<file path="config.mk">
export PLATFORM = sky130hd
export DESIGN_NAME = v_seq_ctrl_flat
export DESIGN_NICKNAME = d
export VERILOG_FILES = /design/src/rtl/v_seq_ctrl_if.sv /design/src/rtl/v_seq_ctrl.sv /design/src/flat_wrapper.sv
export SDC_FILE = /design/constraint.sdc
export NUM_CORES = 1
export LEC_CHECK = 0
export ABC_AREA = 1
export CAP_MARGIN = 40
export CORE_ASPECT_RATIO = 1.4
export CORE_MARGIN = 10
export CORE_UTILIZATION = 35
export CTS_CLUSTER_SIZE = 30
export DETAILED_ROUTE_END_ITERATION = 10
export PLACE_DENSITY = 0.65
export SLEW_MARGIN = 10
export SYNTH_ARGS = -nofsm -noshare
export SYNTH_HDL_FRONTEND = slang
export SYNTH_SLANG_ARGS = --single-unit
</file>
<file path="constraint.sdc">
create_clock -name clk -period 2.9 [get_ports clk]
set_input_delay 0.725 -clock clk [delete_from_list [all_inputs] [get_ports clk]]
set_output_delay 0.725 -clock clk [all_outputs]
set_load 0.05 [all_outputs]
</file>
<file path="src/rtl/v_seq_ctrl_if.sv">
// Handshake bundle between the decoder/execution units and the vector sequencer.
// The sequencer takes the slave view; the environment (decoder + units) takes the master view.
interface v_seq_ctrl_if #(
  parameter int LANES = 4,
  parameter int VL_W  = 6
);
  logic              instr_valid;
  logic              instr_ready;
  logic              is_vconfig;
  logic [31:0]       cfg_avl;
  logic [3:0]        v_alu_op;
  logic              is_mul;
  logic [2:0]        v_red_op;
  logic [2:0]        v_sldu_op;
  logic [3:0]        v_lsu_op;
  logic [VL_W-1:0]   vl;
  logic [2:0]        unit_sel;
  logic              eg_valid;
  logic              eg_ready;
  logic [VL_W-1:0]   eg_idx;
  logic [LANES-1:0]  eg_mask;
  logic              red_last;
  logic              lsu_done;
  logic              done;
  logic              illegal;
  logic              busy;

  modport slave (
    input  instr_valid, is_vconfig, cfg_avl, v_alu_op, is_mul, v_red_op, v_sldu_op, v_lsu_op,
    input  eg_ready, lsu_done,
    output instr_ready, vl, unit_sel, eg_valid, eg_idx, eg_mask, red_last, done, illegal, busy
  );

  modport master (
    output instr_valid, is_vconfig, cfg_avl, v_alu_op, is_mul, v_red_op, v_sldu_op, v_lsu_op,
    output eg_ready, lsu_done,
    input  instr_ready, vl, unit_sel, eg_valid, eg_idx, eg_mask, red_last, done, illegal, busy
  );
endinterface

</file>
<file path="src/rtl/v_seq_ctrl.sv">
// Vector instruction sequencer: holds vl, splits a vector op into LANES-wide element
// groups for the selected execution unit, waits for drain, then pulses done.
module v_seq_ctrl #(
  parameter int LANES   = 4,
  parameter int VLMAX   = 32,
  parameter int VL_W    = 6,
  parameter int MUL_LAT = 2
) (
  input  logic         clk,
  input  logic         nrst,
  v_seq_ctrl_if.slave  bus
);

  typedef enum logic [2:0] {IDLE, ISSUE, LSU_WAIT, DRAIN, DONE} state_t;

  localparam logic [2:0] U_NONE = 3'd0;
  localparam logic [2:0] U_ALU  = 3'd1;
  localparam logic [2:0] U_MUL  = 3'd2;
  localparam logic [2:0] U_RED  = 3'd3;
  localparam logic [2:0] U_SLDU = 3'd4;
  localparam logic [2:0] U_LSU  = 3'd5;
  localparam int         DR_W   = (MUL_LAT > 0) ? $clog2(MUL_LAT + 1) : 1;

  state_t            state_r;
  logic [VL_W-1:0]   vl_r;
  logic [VL_W-1:0]   eg_idx_r;
  logic [LANES-1:0]  eg_mask_r;
  logic [2:0]        unit_sel_r;
  logic [DR_W-1:0]   drain_cnt_r;
  logic              eg_valid_r;
  logic              red_last_r;
  logic              done_r;
  logic              illegal_r;
  logic              instr_ready_r;
  logic              busy_r;

  logic [2:0]        dec_unit_s;
  logic [VL_W-1:0]   cfg_vl_s;
  logic [VL_W-1:0]   nxt_idx_s;
  logic              accept_s;
  logic              hs_s;
  logic              last_s;

  function automatic logic [LANES-1:0] grp_mask(input logic [VL_W-1:0] idx,
                                                input logic [VL_W-1:0] len);
    logic [LANES-1:0] m;
    m = {LANES{1'b0}};
    for (int i = 0; i < LANES; i++) begin
      m[i] = ((32'(idx) * 32'(LANES)) + 32'(i)) < 32'(len);
    end
    return m;
  endfunction

  function automatic logic grp_last(input logic [VL_W-1:0] idx, input logic [VL_W-1:0] len);
    return ((32'(idx) + 32'd1) * 32'(LANES)) >= 32'(len);
  endfunction

  // Unit decode with fixed priority, AVL saturation and handshake qualifiers.
  always_comb begin
    dec_unit_s = U_NONE;
    cfg_vl_s   = {VL_W{1'b0}};
    if (bus.v_lsu_op != 4'd0) begin
      dec_unit_s = U_LSU;
    end else if (bus.v_red_op != 3'd0) begin
      dec_unit_s = U_RED;
    end else if (bus.v_sldu_op != 3'd0) begin
      dec_unit_s = U_SLDU;
    end else if (bus.is_mul) begin
      dec_unit_s = U_MUL;
    end else if (bus.v_alu_op != 4'd0) begin
      dec_unit_s = U_ALU;
    end else begin
      dec_unit_s = U_NONE;
    end
    if (bus.cfg_avl > 32'(VLMAX)) begin
      cfg_vl_s = VL_W'(VLMAX);
    end else begin
      cfg_vl_s = bus.cfg_avl[VL_W-1:0];
    end
    accept_s  = bus.instr_valid && instr_ready_r;
    hs_s      = eg_valid_r && bus.eg_ready;
    nxt_idx_s = eg_idx_r + {{(VL_W-1){1'b0}}, 1'b1};
    last_s    = grp_last(eg_idx_r, vl_r);
  end

  // Sequencer FSM; every output is a register updated alongside the state.
  always_ff @(posedge clk or negedge nrst) begin
    if (!nrst) begin
      state_r       <= IDLE;
      vl_r          <= {VL_W{1'b0}};
      eg_idx_r      <= {VL_W{1'b0}};
      eg_mask_r     <= {LANES{1'b0}};
      unit_sel_r    <= U_NONE;
      drain_cnt_r   <= {DR_W{1'b0}};
      eg_valid_r    <= 1'b0;
      red_last_r    <= 1'b0;
      done_r        <= 1'b0;
      illegal_r     <= 1'b0;
      instr_ready_r <= 1'b1;
      busy_r        <= 1'b0;
    end else begin
      done_r    <= 1'b0;
      illegal_r <= 1'b0;
      case (state_r)
        IDLE: begin
          if (accept_s) begin
            instr_ready_r <= 1'b0;
            busy_r        <= 1'b1;
            if (bus.is_vconfig) begin
              vl_r    <= cfg_vl_s;
              state_r <= DONE;
              done_r  <= 1'b1;
            end else if (dec_unit_s == U_NONE) begin
              state_r   <= DONE;
              done_r    <= 1'b1;
              illegal_r <= 1'b1;
            end else if (vl_r == {VL_W{1'b0}}) begin
              state_r <= DONE;
              done_r  <= 1'b1;
            end else begin
              state_r    <= ISSUE;
              unit_sel_r <= dec_unit_s;
              eg_valid_r <= 1'b1;
              eg_idx_r   <= {VL_W{1'b0}};
              eg_mask_r  <= grp_mask({VL_W{1'b0}}, vl_r);
              red_last_r <= (dec_unit_s == U_RED) && grp_last({VL_W{1'b0}}, vl_r);
            end
          end
        end
        ISSUE: begin
          if (hs_s) begin
            if (unit_sel_r == U_LSU) begin
              // The LSU may report completion in the very cycle it takes the request.
              eg_valid_r <= 1'b0;
              if (bus.lsu_done) begin
                state_r <= DONE;
                done_r  <= 1'b1;
              end else begin
                state_r <= LSU_WAIT;
              end
            end else if (last_s) begin
              eg_valid_r <= 1'b0;
              red_last_r <= 1'b0;
              if ((unit_sel_r == U_MUL) && (MUL_LAT > 0)) begin
                state_r     <= DRAIN;
                drain_cnt_r <= DR_W'(MUL_LAT);
              end else begin
                state_r <= DONE;
                done_r  <= 1'b1;
              end
            end else begin
              eg_idx_r   <= nxt_idx_s;
              eg_mask_r  <= grp_mask(nxt_idx_s, vl_r);
              red_last_r <= (unit_sel_r == U_RED) && grp_last(nxt_idx_s, vl_r);
            end
          end
        end
        LSU_WAIT: begin
          if (bus.lsu_done) begin
            state_r <= DONE;
            done_r  <= 1'b1;
          end
        end
        DRAIN: begin
          if (drain_cnt_r <= DR_W'(1)) begin
            state_r <= DONE;
            done_r  <= 1'b1;
          end else begin
            drain_cnt_r <= drain_cnt_r - DR_W'(1);
          end
        end
        DONE: begin
          state_r       <= IDLE;
          unit_sel_r    <= U_NONE;
          instr_ready_r <= 1'b1;
          busy_r        <= 1'b0;
        end
        default: begin
          state_r       <= IDLE;
          unit_sel_r    <= U_NONE;
          eg_valid_r    <= 1'b0;
          red_last_r    <= 1'b0;
          instr_ready_r <= 1'b1;
          busy_r        <= 1'b0;
        end
      endcase
    end
  end

  assign bus.instr_ready = instr_ready_r;
  assign bus.vl          = vl_r;
  assign bus.unit_sel    = unit_sel_r;
  assign bus.eg_valid    = eg_valid_r;
  assign bus.eg_idx      = eg_idx_r;
  assign bus.eg_mask     = eg_mask_r;
  assign bus.red_last    = red_last_r;
  assign bus.done        = done_r;
  assign bus.illegal     = illegal_r;
  assign bus.busy        = busy_r;

endmodule

</file>
<file path="src/flat_wrapper.sv">
// flat-port wrapper written by rule: the top's interface ports become plain ports
module v_seq_ctrl_flat 
#(
  parameter int LANES   = 4,
  parameter int VLMAX   = 32,
  parameter int VL_W    = 6,
  parameter int MUL_LAT = 2
)
  (clk, nrst, bus_instr_valid, bus_is_vconfig, bus_cfg_avl, bus_v_alu_op, bus_is_mul, bus_v_red_op, bus_v_sldu_op, bus_v_lsu_op, bus_eg_ready, bus_lsu_done, bus_instr_ready, bus_vl, bus_unit_sel, bus_eg_valid, bus_eg_idx, bus_eg_mask, bus_red_last, bus_done, bus_illegal, bus_busy);
  v_seq_ctrl_if #(.LANES(LANES), .VL_W(VL_W)) bus_i ();
  input  logic clk;
  input  logic nrst;
  input wire logic [$bits(bus_i.instr_valid)-1:0] bus_instr_valid;
  input wire logic [$bits(bus_i.is_vconfig)-1:0] bus_is_vconfig;
  input wire logic [$bits(bus_i.cfg_avl)-1:0] bus_cfg_avl;
  input wire logic [$bits(bus_i.v_alu_op)-1:0] bus_v_alu_op;
  input wire logic [$bits(bus_i.is_mul)-1:0] bus_is_mul;
  input wire logic [$bits(bus_i.v_red_op)-1:0] bus_v_red_op;
  input wire logic [$bits(bus_i.v_sldu_op)-1:0] bus_v_sldu_op;
  input wire logic [$bits(bus_i.v_lsu_op)-1:0] bus_v_lsu_op;
  input wire logic [$bits(bus_i.eg_ready)-1:0] bus_eg_ready;
  input wire logic [$bits(bus_i.lsu_done)-1:0] bus_lsu_done;
  output wire logic [$bits(bus_i.instr_ready)-1:0] bus_instr_ready;
  output wire logic [$bits(bus_i.vl)-1:0] bus_vl;
  output wire logic [$bits(bus_i.unit_sel)-1:0] bus_unit_sel;
  output wire logic [$bits(bus_i.eg_valid)-1:0] bus_eg_valid;
  output wire logic [$bits(bus_i.eg_idx)-1:0] bus_eg_idx;
  output wire logic [$bits(bus_i.eg_mask)-1:0] bus_eg_mask;
  output wire logic [$bits(bus_i.red_last)-1:0] bus_red_last;
  output wire logic [$bits(bus_i.done)-1:0] bus_done;
  output wire logic [$bits(bus_i.illegal)-1:0] bus_illegal;
  output wire logic [$bits(bus_i.busy)-1:0] bus_busy;
  assign bus_i.instr_valid = bus_instr_valid;
  assign bus_i.is_vconfig = bus_is_vconfig;
  assign bus_i.cfg_avl = bus_cfg_avl;
  assign bus_i.v_alu_op = bus_v_alu_op;
  assign bus_i.is_mul = bus_is_mul;
  assign bus_i.v_red_op = bus_v_red_op;
  assign bus_i.v_sldu_op = bus_v_sldu_op;
  assign bus_i.v_lsu_op = bus_v_lsu_op;
  assign bus_i.eg_ready = bus_eg_ready;
  assign bus_i.lsu_done = bus_lsu_done;
  assign bus_instr_ready = bus_i.instr_ready;
  assign bus_vl = bus_i.vl;
  assign bus_unit_sel = bus_i.unit_sel;
  assign bus_eg_valid = bus_i.eg_valid;
  assign bus_eg_idx = bus_i.eg_idx;
  assign bus_eg_mask = bus_i.eg_mask;
  assign bus_red_last = bus_i.red_last;
  assign bus_done = bus_i.done;
  assign bus_illegal = bus_i.illegal;
  assign bus_busy = bus_i.busy;
  v_seq_ctrl #(.LANES(LANES), .VLMAX(VLMAX), .VL_W(VL_W), .MUL_LAT(MUL_LAT)) u_core (.clk(clk), .nrst(nrst), .bus(bus_i));
endmodule
</file>
* Word-level counts from Yosys, hierarchy flattened
Cells that the tools add are included. Widths: inputs -> output; s select.
Storage, ports and cells: bits in registers 30, latch bits 0, bits in writable memories 0, bits in read-only memories 0, bits of input ports 53, output and inout bits 25, logic and storage cells 158, memories kept 0
Cells by class: $add $sub $neg 7, multiply operators 0, divide/modulo/power cells 0, magnitude comparators 13, eq/ne operators 21, shift operators 0, muxes and demuxes 80, bitwise operators 2, reduce and logical (&&, ||, !) cells 23
Operators by type and width (count):
- $lt 32x6->1 | 3
- $ge 32x6->1 | 2
- $mux 3 | 19
- $mux 6 | 8
- $gt 32x6->1 const B | 1
- $mux 1 | 31
- $mux 4 | 7
- $add 8x2->9 const B | 2
- $eq 3x2->1 const B | 5
- $add 6x1->7 const B | 2
- $ne 2x2->1 const B | 7
- $reduce_and 7->1 | 2
- $lt 1x6->1 const A | 2
- $lt 2x6->1 const A | 2
- $pmux 3 s4 | 1
- $pmux 6 s2 | 1
- $mux 2 | 5
- $ne 2x1->1 const B | 5
- $reduce_and 5->1 | 2
- $add 8x1->9 const B | 1
- $lt 8x6->1 | 1
- $pmux 4 s2 | 1
- $reduce_and 8->1 | 1
- $reduce_bool 4->1 | 2
- 22 further kinds | 33

* Depth between registers and ports, before layout
depth after elaboration 13, gate-level depth with buffers 19, gate-level depth less buffers 18

* Worst setup path before layout
No wires, ideal clock.
path kind register to register, from reg u_core.eg_idx_r[0], in the netlist u_core.bus.eg_idx[0], to reg u_core.eg_idx_r[2], in the netlist u_core.bus.eg_idx[2], setup time 0.120 ns, data arrival time 2.504 ns, required time 2.780 ns, path slack 0.276 ns, stages on the path, launching flop included 14, path buffers 1, period minus slack after synthesis 2.624 ns, cells stage by stage dfrtp_1 buf_2 inv_1 ha_1 inv_1 ha_1 a21oi_1 nand2_1 nand4_1 nand4_2 nand2_4 nand2_4 nand2_1 nand2_1
On the way: word-level cells in the longest chain between the ends 5, elaborated cells on any way between the ends 9, classes of those cells add/sub: 2; order compare: 1; eq/ne: 1; mux: 4; reduce/logical: 1
RTL lines:
- start, declared | line v_seq_ctrl.sv:26 | logic [VL_W-1:0] eg_idx_r;
- start signal, assigned | line v_seq_ctrl.sv:91 | eg_idx_r <= {VL_W{1'b0}};
- start signal, assigned | line v_seq_ctrl.sv:124 | eg_idx_r <= {VL_W{1'b0}};
- start signal, assigned | line v_seq_ctrl.sv:152 | eg_idx_r <= nxt_idx_s;
- parallel branches: the longest is 5 deep, another holds $ge 32x6->1
Several ways; the timed one is not identified. The select of a mux whose other input is x is not followed. A chain may end at the register's enable or synchronous reset.

* Worst setup path in the final report
from reg u_core.eg_idx_r[0], in the netlist u_core.bus.eg_idx[0], to reg u_core.eg_idx_r[1], in the netlist u_core.bus.eg_idx[1]
The elaborated chain is that of the path after synthesis.

==> flow_metrics.env <==
export IMPL_die_h_microns=115
export IMPL_hold_start="u_core.bus.eg_mask[0]"
export IMPL_numCtsBuffers=5
export IMPL_slew_headroom_pct=63.2
export IMPL_rsz0062_at_grt="false"
export IMPL_hold_path_end="u_core.bus.eg_mask[0]"
export IMPL_vias=2378
export IMPL_power_leakage_nw=1.57
export IMPL_tns_ns=0
export IMPL_holdPathStages=2
export IMPL_drtPass1Iterations=4
export IMPL_reg2reg_to="u_core.bus.eg_idx[1]"
export IMPL_cts_resized=0
export IMPL_syn2layout_area_growth_pct=43.3
export IMPL_max_cap_viol_count=0
export IMPL_reg2reg_depth=12
export IMPL_fmax_ghz=0.398
export IMPL_hold_buffers=0
export IMPL_core_sq_um=6250
export IMPL_net_switching_power_w=0.00124
export IMPL_antenna_found_initial=0
export IMPL_grt_pass1_vias=2321
export IMPL_drt_iter0_markers=147
export IMPL_comb_power_share_pct=59.5
export IMPL_cts_root_buf="clkbuf_8"
export IMPL_syn_inst=327
export IMPL_finalClockSkew_ns=0.00297
export IMPL_synth_edf_count=0
export IMPL_synth_area_per_cell_sq_um=6.93
export IMPL_fp_dieArea_sq_um=10100
export IMPL_hold_path_class="flop to flop"
export IMPL_async_flop_share_pct=100
export IMPL_insertion_delay_ns=0.28
export IMPL_drcViolationCount=0
export IMPL_clkSinkCount=30
export IMPL_layout_common_cells="nand2_1, clkdlybuf4s50_1, inv_1, nor2_1, dfrtp_1"
export IMPL_synthesis_area_sq_um=2260
export IMPL_ios=78
export IMPL_cts_buffer_depth=2
export IMPL_cp_required_ns=3.07
export IMPL_yosys_warnings=0
export IMPL_swShare_pct=48.8
export IMPL_arrival_ns=2.69
export IMPL_grt_first_pass_wirelength_microns=10600
export IMPL_dpl_hpwl_microns=5510
export IMPL_end_kind="flop"
export IMPL_finalCritPeriodShare_pct=86.7
export IMPL_gp_congestion=0.911
export IMPL_seq_power_share_pct=24.4
export IMPL_routed_wl_microns=6470
export IMPL_slew_violations=0
export IMPL_clkTransAtPathRegs_ns=0.06
export IMPL_nNetsFinal=477
export IMPL_internal_power_w=0.00130
export IMPL_synth_cell_types=39
export IMPL_finalCriticalPeriod_ns=2.51
export IMPL_wl_per_cell_microns=13.3
export IMPL_worstMarginPinSlew_ns=0.549
export IMPL_post_route_util_pct=51.9
export IMPL_start_kind="flop"
export IMPL_ff2ff_setup_slack_ns=0.39
export IMPL_hold_viol=0
export IMPL_yosysSeqAreaShare_pct=33.2
export IMPL_htreeDepth=2
export IMPL_cts_tree="done"
export IMPL_antenna_cells=0
export IMPL_initial_core_util_pct=36.2
export IMPL_grtUsageTotal_pct=12.9
export IMPL_drt_antenna_violating_nets=0
export IMPL_via_per_inst=4.90
export IMPL_die_w_microns=88.0
export IMPL_grt_max_degree=31
export IMPL_crit_type="flop to flop"
export IMPL_final_layout_size_suffix_gt1_share_pct=8.47
export IMPL_r2r_start="u_core.bus.eg_idx[0]"
export IMPL_outcome="completed"
export IMPL_grt_overflow=0
export IMPL_clkPwrFrac_pct=16.2
export IMPL_cts_setup_buffers=0
export IMPL_io_buffers=77
export IMPL_finalSetupViolations=0
export IMPL_final_common_cell="nand2_1"
export IMPL_synth_seq_cells=30
export IMPL_power_density_nw_per_um2=782
export IMPL_synth_flop_cell="dfrtp_1"
export IMPL_peakVddDrop_uv=522
export IMPL_synth_fp_nets=392
export IMPL_cp_max_fo=9
export IMPL_fp_row_count=34
logic make-up after synthesis:
| logic type | count (synthesis) | synth area share (%) |
|---|---|---|
| AOI/OAI and AO/OA | 36 | 9.34 |
| adders and majority gates | 12 | 6.63 |
| buffers and inverters | 54 | 9.06 |
| xor gates and xnor gates | 4 | 1.88 |
| muxes | 1 | 0.497 |
| and+or+nand+nor | 190 | 39.4 |
| DFF | 30 | 33.2 |
through the flow:
stage	instances	power, W	hold slack [ns]	cell area (sq um)	setup WS (ns)
after CTS	485	0.00256	0.474	3240	0.383
after floorplan	327	0.00168	0.429	2260	0.276
after detailed placement	477	0.00214	0.457	3140	0.392
final	485	0.00254	0.466	3240	0.386
after global placement	477	0.00212	0.458	3140	0.447
after global routing	485	0.00276	0.503	3240	0.113
worst max path at each step:
stage                                     from                   end  slack, ns  depth (start not counted)
after floorplan           u_core.bus.eg_idx[0]  u_core.bus.eg_idx[2]       0.28                         13
after global placement         bus_v_lsu_op[3]  u_core.bus.eg_idx[3]       0.45                         10
after detailed placement  u_core.bus.eg_idx[0]  u_core.bus.eg_idx[1]       0.39                         12
after CTS                 u_core.bus.eg_idx[0]  u_core.bus.eg_idx[1]       0.38                         12
after global routing      u_core.bus.eg_idx[0]  u_core.bus.eg_idx[1]       0.11                         12
final                     u_core.bus.eg_idx[0]  u_core.bus.eg_idx[1]       0.39                         12
power groups by stage:
stage	Clock, W	Sequential [W]	Combinational (W)
after floorplan	0	0.000903	0.000774
after global placement	0	0.000629	0.00149
after detailed placement	0	0.000628	0.00151
after CTS	0.000421	0.000622	0.00152
after global routing	0.000445	0.000636	0.00168
final	0.000411	0.000618	0.00151
critical path, stage by stage (launching register included):
cell and delay (ns):
dfrtp_1 0.51, inv_1 0.14, ha_1 0.36, inv_1 0.07, ha_1 0.31, a21oi_1 0.25, nand2_1 0.08, nand4_1 0.16
nand4_2 0.15, nand2_4 0.14, nand2_4 0.10, nand2_1 0.08, nand2_1 0.05
flip-flops by register name, indices dropped and copies added, names as in the netlist:
name                    cells
u_core.bus.eg_idx           6
u_core.bus.vl               6
u_core.bus.eg_mask          4
u_core.bus.unit_sel         3
u_core.state_r              3
u_core.drain_cnt_r          2
u_core.bus.busy             1
u_core.bus.done             1
u_core.bus.eg_valid         1
u_core.bus.illegal          1
u_core.bus.instr_ready      1
u_core.bus.red_last         1
synth_stat cells, types with 3 or more instances:
library cell,n,area [sq um]
o21ai_0,16,80.1
nand2_1,92,345
nand4_1,11,68.8
nor3_1,4,20.0
o22ai_1,3,18.8
a21oi_1,9,45.0
inv_2,4,15.0
nand3_1,24,120
dfrtp_1,29,726
inv_1,47,176
nor4_1,8,50.1
nor2_1,33,124
ha_1,12,150
layout make-up:
class | count | area [sq um]
Inverter | 53 | 200
Clock buffer | 5 | 68.8
Sequential cell | 30 | 752
Multi-Input combinational cell | 243 | 1310
Timing Repair Buffer | 79 | 786
Fill cell | 635 | 3010
Tap cell | 72 | 90.1
Clock inverter | 3 | 40.0
routing by layer:
metal	up-vias	global-route usage, %	wire length [microns]
met5	-	0	0
li1	1240	-	-
met1	1068	13.6	2500
met3	11	3.18	319
met2	59	24.3	3530
met4	0	3.73	119
Note: power is estimated with default switching activity, not from simulation.
